## config.mk

```make
export PLATFORM = sky130hd
export DESIGN_NAME = pixel_diffuser_flat
export DESIGN_NICKNAME = d
export VERILOG_FILES = /design/src/rtl/chaos_pkg.sv /design/src/rtl/pixel_diffuser_if.sv /design/src/rtl/diffuse_unit.sv /design/src/rtl/pixel_diffuser.sv /design/src/flat_wrapper.sv
export SDC_FILE = /design/constraint.sdc
export NUM_CORES = 1
export LEC_CHECK = 0
export ABC_AREA = 1
export CAP_MARGIN = 25
export CORE_MARGIN = 10
export CORE_UTILIZATION = 35
export CTS_BUF_LIST = sky130_fd_sc_hd__clkbuf_2
export CTS_CLUSTER_DIAMETER = 200
export DETAILED_ROUTE_END_ITERATION = 16
export PLACE_DENSITY = 0.66
export SETUP_SLACK_MARGIN = 0.2
export SYNTH_ARGS = -nofsm -noshare
export SYNTH_HDL_FRONTEND = slang
export SYNTH_HIERARCHICAL = 1
export SYNTH_SLANG_ARGS = --single-unit
```

## constraint.sdc

```tcl
create_clock -name clk -period 2.12 [get_ports clk]
set_input_delay 0.318 -clock clk [delete_from_list [all_inputs] [get_ports clk]]
set_output_delay 0.318 -clock clk [all_outputs]
set_load 0.02 [all_outputs]
```

## src/rtl/chaos_pkg.sv

```systemverilog
// Shared constants and types for the keystream diffusion path.
// Purely declarative: no logic, no latency.
// Backpressure is not applicable here.
package chaos_pkg;

    localparam int PIX_W = 8;
    localparam int KS_W  = 23;

    typedef enum logic [1:0] {
        IDLE = 2'd0,
        RUN  = 2'd1,
        DONE = 2'd2
    } state_t;

    localparam logic MODE_ENC = 1'b0;
    localparam logic MODE_DEC = 1'b1;

endpackage

```

## src/rtl/pixel_diffuser_if.sv

```systemverilog
// Bundles the keystream input, pixel input and result output streams.
// No logic and no latency; it only groups the signals.
// The ready signals flow from slave (diffuser) to master (sources/sink side).
interface pixel_diffuser_if
    import chaos_pkg::*;
#(
    parameter int P_W = PIX_W,
    parameter int K_W = KS_W
);
    logic [K_W-1:0] ks_data;
    logic           ks_valid;
    logic           ks_ready;
    logic [P_W-1:0] pix_in;
    logic           pix_valid;
    logic           pix_ready;
    logic [P_W-1:0] out_data;
    logic           out_valid;
    logic           out_ready;
    logic           out_last;

    modport master (
        output ks_data, ks_valid, pix_in, pix_valid, out_ready,
        input  ks_ready, pix_ready, out_data, out_valid, out_last
    );

    modport slave (
        input  ks_data, ks_valid, pix_in, pix_valid, out_ready,
        output ks_ready, pix_ready, out_data, out_valid, out_last
    );
endinterface

```

## src/rtl/diffuse_unit.sv

```systemverilog
// Add-then-XOR chained diffusion for one byte, encrypt or decrypt.
// Purely combinational, zero latency.
// No handshake; the caller decides when the result is used.
module diffuse_unit
    import chaos_pkg::*;
(
    input  logic             mode,
    input  logic [PIX_W-1:0] pix,
    input  logic [PIX_W-1:0] k,
    input  logic [PIX_W-1:0] prev,
    output logic [PIX_W-1:0] result,
    output logic [PIX_W-1:0] next_prev
);

    // Encrypt chains on the produced cipher byte; decrypt chains on the
    // incoming cipher byte, so both sides walk the same prev sequence.
    always_comb begin
        result    = '0;
        next_prev = '0;
        if (mode == MODE_ENC) begin
            result    = (pix + k) ^ prev;
            next_prev = result;
        end else begin
            result    = (pix ^ prev) - k;
            next_prev = pix;
        end
    end

endmodule

```

## src/rtl/pixel_diffuser.sv

```systemverilog
// Pairs each pixel with one keystream byte and applies chained diffusion over a frame.
// 1 cycle from fire (pixel and keystream accepted together) to out_valid.
// Stalls both sources while the output register is full and not being accepted.
module pixel_diffuser
    import chaos_pkg::*;
#(
    parameter int NUM_PIXELS = 65536,
    parameter int CNT_W      = 16     // 2**CNT_W must cover NUM_PIXELS
) (
    input  logic             clk,
    input  logic             rst,
    input  logic             start,
    input  logic             mode,
    input  logic [PIX_W-1:0] iv,
    pixel_diffuser_if.slave  bus,
    output logic             busy,
    output logic             done
);

    localparam logic [CNT_W-1:0] LAST_CNT = CNT_W'(NUM_PIXELS - 1);

    state_t           state;
    state_t           state_nxt;
    logic             mode_r;
    logic [PIX_W-1:0] prev;
    logic [CNT_W-1:0] cnt;
    logic             out_free;
    logic             fire;
    logic             last_fire;
    logic [PIX_W-1:0] result;
    logic [PIX_W-1:0] next_prev;
    logic             unused_ks_hi;

    // Only the low byte of the mixer word is keystream material.
    assign unused_ks_hi = ^bus.ks_data[KS_W-1:PIX_W];

    assign out_free  = !bus.out_valid || bus.out_ready;
    assign fire      = (state == RUN) && bus.pix_valid && bus.ks_valid && out_free;
    assign last_fire = fire && (cnt == LAST_CNT);

    // Each ready depends on the other stream's valid so a pixel and a
    // keystream word can only ever be taken in the same cycle.
    assign bus.pix_ready = (state == RUN) && bus.ks_valid && out_free;
    assign bus.ks_ready  = (state == RUN) && bus.pix_valid && out_free;
    assign busy          = (state != IDLE);

    diffuse_unit u_diffuse (
        .mode      (mode_r),
        .pix       (bus.pix_in),
        .k         (bus.ks_data[PIX_W-1:0]),
        .prev      (prev),
        .result    (result),
        .next_prev (next_prev)
    );

    // State register.
    always_ff @(posedge clk or posedge rst) begin
        if (rst) begin
            state <= IDLE;
        end else begin
            state <= state_nxt;
        end
    end

    // Frame sequencing: wait for start, run NUM_PIXELS fires, drain the last byte.
    always_comb begin
        state_nxt = state;
        case (state)
            IDLE: if (start)     state_nxt = RUN;
            RUN:  if (last_fire) state_nxt = DONE;
            DONE: if (out_free)  state_nxt = IDLE;
            default:             state_nxt = IDLE;
        endcase
    end

    // Frame context, chaining register, pixel counter, output register and done pulse.
    always_ff @(posedge clk or posedge rst) begin
        if (rst) begin
            mode_r        <= MODE_ENC;
            prev          <= '0;
            cnt           <= '0;
            bus.out_data  <= '0;
            bus.out_valid <= 1'b0;
            bus.out_last  <= 1'b0;
            done          <= 1'b0;
        end else begin
            done <= (state == DONE) && out_free;

            if (state == IDLE && start) begin
                mode_r <= mode;
                prev   <= iv;
                cnt    <= '0;
            end

            if (fire) begin
                bus.out_data  <= result;
                bus.out_valid <= 1'b1;
                bus.out_last  <= last_fire;
                prev          <= next_prev;
                // Hold at the last index so the counter never wraps inside a frame.
                if (!last_fire) begin
                    cnt <= cnt + 1'b1;
                end
            end else if (bus.out_ready) begin
                bus.out_valid <= 1'b0;
                bus.out_last  <= 1'b0;
            end
        end
    end

endmodule
```

## src/flat_wrapper.sv

```systemverilog
// flat-port wrapper written by rule: the top's interface ports become plain ports
module pixel_diffuser_flat import chaos_pkg::*;
#(
    parameter int NUM_PIXELS = 65536,
    parameter int CNT_W      = 16                                      
)
  (clk, rst, start, mode, iv, busy, done, bus_ks_data, bus_ks_valid, bus_pix_in, bus_pix_valid, bus_out_ready, bus_ks_ready, bus_pix_ready, bus_out_data, bus_out_valid, bus_out_last);
  pixel_diffuser_if bus_i ();
  input  logic clk;
  input  logic rst;
  input  logic start;
  input  logic mode;
  input  logic [PIX_W-1:0] iv;
  output logic busy;
  output logic done;
  input wire logic [$bits(bus_i.ks_data)-1:0] bus_ks_data;
  input wire logic [$bits(bus_i.ks_valid)-1:0] bus_ks_valid;
  input wire logic [$bits(bus_i.pix_in)-1:0] bus_pix_in;
  input wire logic [$bits(bus_i.pix_valid)-1:0] bus_pix_valid;
  input wire logic [$bits(bus_i.out_ready)-1:0] bus_out_ready;
  output wire logic [$bits(bus_i.ks_ready)-1:0] bus_ks_ready;
  output wire logic [$bits(bus_i.pix_ready)-1:0] bus_pix_ready;
  output wire logic [$bits(bus_i.out_data)-1:0] bus_out_data;
  output wire logic [$bits(bus_i.out_valid)-1:0] bus_out_valid;
  output wire logic [$bits(bus_i.out_last)-1:0] bus_out_last;
  assign bus_i.ks_data = bus_ks_data;
  assign bus_i.ks_valid = bus_ks_valid;
  assign bus_i.pix_in = bus_pix_in;
  assign bus_i.pix_valid = bus_pix_valid;
  assign bus_i.out_ready = bus_out_ready;
  assign bus_ks_ready = bus_i.ks_ready;
  assign bus_pix_ready = bus_i.pix_ready;
  assign bus_out_data = bus_i.out_data;
  assign bus_out_valid = bus_i.out_valid;
  assign bus_out_last = bus_i.out_last;
  pixel_diffuser #(.NUM_PIXELS(NUM_PIXELS), .CNT_W(CNT_W)) u_core (.clk(clk), .rst(rst), .start(start), .mode(mode), .iv(iv), .bus(bus_i), .busy(busy), .done(done));
endmodule
```

==> flow_metrics.tcl <==
set metrics [dict create \
    status "completed" \
    dp_hpwl_mm 5.87 \
    syn_inst 434 \
    rsz0062_at_grt "true" \
    r2r-start "u_core/prev[0]$_DFFE_PP0P_" \
    routedWlPerCell_um 13.1 \
    finClkSkew_ns 0.0144 \
    hold_viol 0 \
    viasPerCell 4.85 \
    start_kind "flip-flop" \
    startpoint "u_core/prev[0]$_DFFE_PP0P_" \
    overflow 0 \
    drc 0 \
    rr_endpoint "u_core/bus.out_data[2]$_DFFE_PP0N_" \
    period_share_pct 87.3 \
    finalSetupViolations 0 \
    cp_data_arrival_time_ns 2.22 \
    hold_ws_ns 0.294 \
    antenna_cells 0 \
    grt_max_degree 39 \
    ys_ff_latch 38 \
    route.vias.total 2940 \
    hold_buffers 0 \
    r2r_slack_ns 0.27 \
    routabilityCongestion 0.903 \
    critPathMaxFanout 2 \
    powerDensity_nw_per_um2 873 \
    grt_pass1_vias 2856 \
    h-tree-depth 2 \
    die_area_um2 12700 \
    rows 33 \
    ys_top_cells_by_area "dfrtp_1, nand2_1, ha_1, nand3_1, inv_1" \
    netlist_area_um2 3000 \
    wirelength_mm 7.96 \
    slowest_delay_ns 0.46 \
    maxCapViolCount 0 \
    die_x_um 113 \
    portBuffers 44 \
    core-area_um2 8300 \
    layout_common_cells "nand2_1, inv_1, clkdlybuf4s50_1, dfrtp_1, nand3_1" \
    synth_top_cell_area_share_pct 31.7 \
    final_area_um2 3800 \
    cts-root-buf "clkbuf_2" \
    crit_path_top_delay_cell "dfrtp_1" \
    endpoint_kind "flip-flop" \
    worst_path_most_repeated_cell "nand2_1" \
    n_fill_cell 850 \
    cts_tree "done" \
    nets 563 \
    clockBufferDepth 2 \
    placed_area_um2 3630 \
    grt_pass1_wl_mm 13.2 \
    gr-usage-all-layers_pct 12.0 \
    drt_iter0_drc 142 \
    p_leak_nw 2.00 \
    area_growth_pct 26.7 \
    firstDrtPassIters 4 \
    path_class "flip-flop to flip-flop" \
    r2r_cells 8 \
    ir_drop_mv 0.458 \
    cts.sinks 38 \
    tns_ns 0 \
    clock.fmax_mhz 540 \
    synth_area_leader_cell "dfrtp_1" \
    drive_gt1_share_pct 14.2 \
    dp.cells 591 \
    min_period_ns 1.85 \
    final_max_slew_viol_count 0 \
    numCtsBuffers 5 \
    ys_warn_count 6 \
    synth.avg_cell_area_um2 6.92 \
    clk_latency_ns 0.40 \
    fin_cells 606 \
    cp_top_family "adder cells" \
    antenna_found_initial 0 \
    crit_buf_inv 1 \
    synthesis.nets 497 \
    worst_ep_required_time_ns 2.49 \
    die_h_um 113 \
    cp_cell_sequence "xnor2_2 -> ha_2 -> fa_2 -> buf_4 -> xor2_1 -> o21ai_0 -> nand2_1 -> nand2_1" \
    seq_area_frac_synth_pct 31.7 \
    io_pins 60 \
    yosys.cell_types.count 36 \
    slew_headroom_pct 65.5 \
    initial_utilization_pct 36.2 \
    hold_class "primary input to asynchronous set/reset pin" \
    worstMarginPinSlew_ns 0.518 \
    ant_nets 0 \
    final_common_cell "nand2_1" \
    cts.clk_slew.worst_paths_ns 0.22 \
]
where the power goes:
part           internal [mW]  switching, mW
sequential             0.897          0.152
combinational          0.806          0.994
clock                  0.210          0.261
kinds of logic (layout without fill, tap and decap cells):
logic type	after synthesis	in the layout	share of synthesized area (%)
and+or+nand+nor	265	265	39.5
buffers and inverters	59	126	8.25
DFF	38	38	31.7
AOI/OAI and AO/OA	34	34	6.88
xor gates and xnor gates	21	21	6.13
adders and majority gates	17	17	7.58
registers in the layout, summed over array words and instances (netlist names):
| signal | cells |
|---|---|
| u_core/bus.out_valid | 1 |
| u_core/bus.out_data | 8 |
| u_core/prev | 8 |
| u_core/done | 1 |
| u_core/mode_r | 1 |
| u_core/bus.out_last | 1 |
| u_core/cnt | 16 |
| u_core/state | 2 |
synthesized netlist by cell type (all sizes together):
cell    count
nand3b      7
xor2       12
a21o        1
o31ai       1
ha         15
a22oi       8
nor2       31
a21oi       7
dfrtp      38
xnor2       9
nand4       5
inv        52
and2        1
or2         4
fa          2
nand2     175
o21ai      17
nand3      41
buf         6
nor3        1
clkinv      1
how the worst max path moves through the flow:
stage | slack (ns) | cells past startpoint | to
floorplan | 0.43 | 11 | u_core/bus.out_data[6]$_DFFE_PP0N_
global placement | -0.21 | 14 | u_core/prev[6]$_DFFE_PP0P_
detailed placement | -0.29 | 12 | u_core/prev[2]$_DFFE_PP0P_
CTS | 0.18 | 6 | bus_ks_ready
global route | 0.17 | 11 | u_core/bus.out_data[7]$_DFFE_PP0N_
finish | 0.27 | 8 | u_core/bus.out_data[2]$_DFFE_PP0N_
per-stage QoR:
step | power (mW) | utilization [%] | setup slack (ns)
floorplan | 2.16 | - | 0.431
global placement | 2.64 | 43.8 | -0.209
detailed placement | 2.69 | 43.8 | -0.287
CTS | 3.19 | 44.6 | 0.182
global route | 3.62 | 45.8 | 0.174
finish | 3.32 | 45.8 | 0.270
per-layer routing:
layer  vias up  wire (um)  GRT usage (%)
met2        62       3760           20.1
met3         7        392           2.66
met4         0         95           3.64
li1       1501          -              -
met1      1370       3720           15.0
met5         -          0              0
what timing repair did:
action,4_1_cts,5_1_grt
endpoints found under the setup margin,5,12
pin swaps,1,8
hold endpoints to repair,0,0
buffers inserted,1,6
gates resized for setup,4,21
final cells by class:
type	instances	area, um^2	area share (%)
Multi-Input combinational cell	337	1870	49.0
Sequential cell	38	951	25.0
Inverter	53	199	5.23
Timing Repair Buffer	65	592	15.6
Clock inverter	1	30.0	0.789
Clock buffer	7	35.0	0.921
Tap cell	105	131	3.45
tightest hold or removal path, delay by kind of cell:
family	cells	cell delay [ns]
buf+inv	3	0.87
Power figures use the tool's default switching activity.
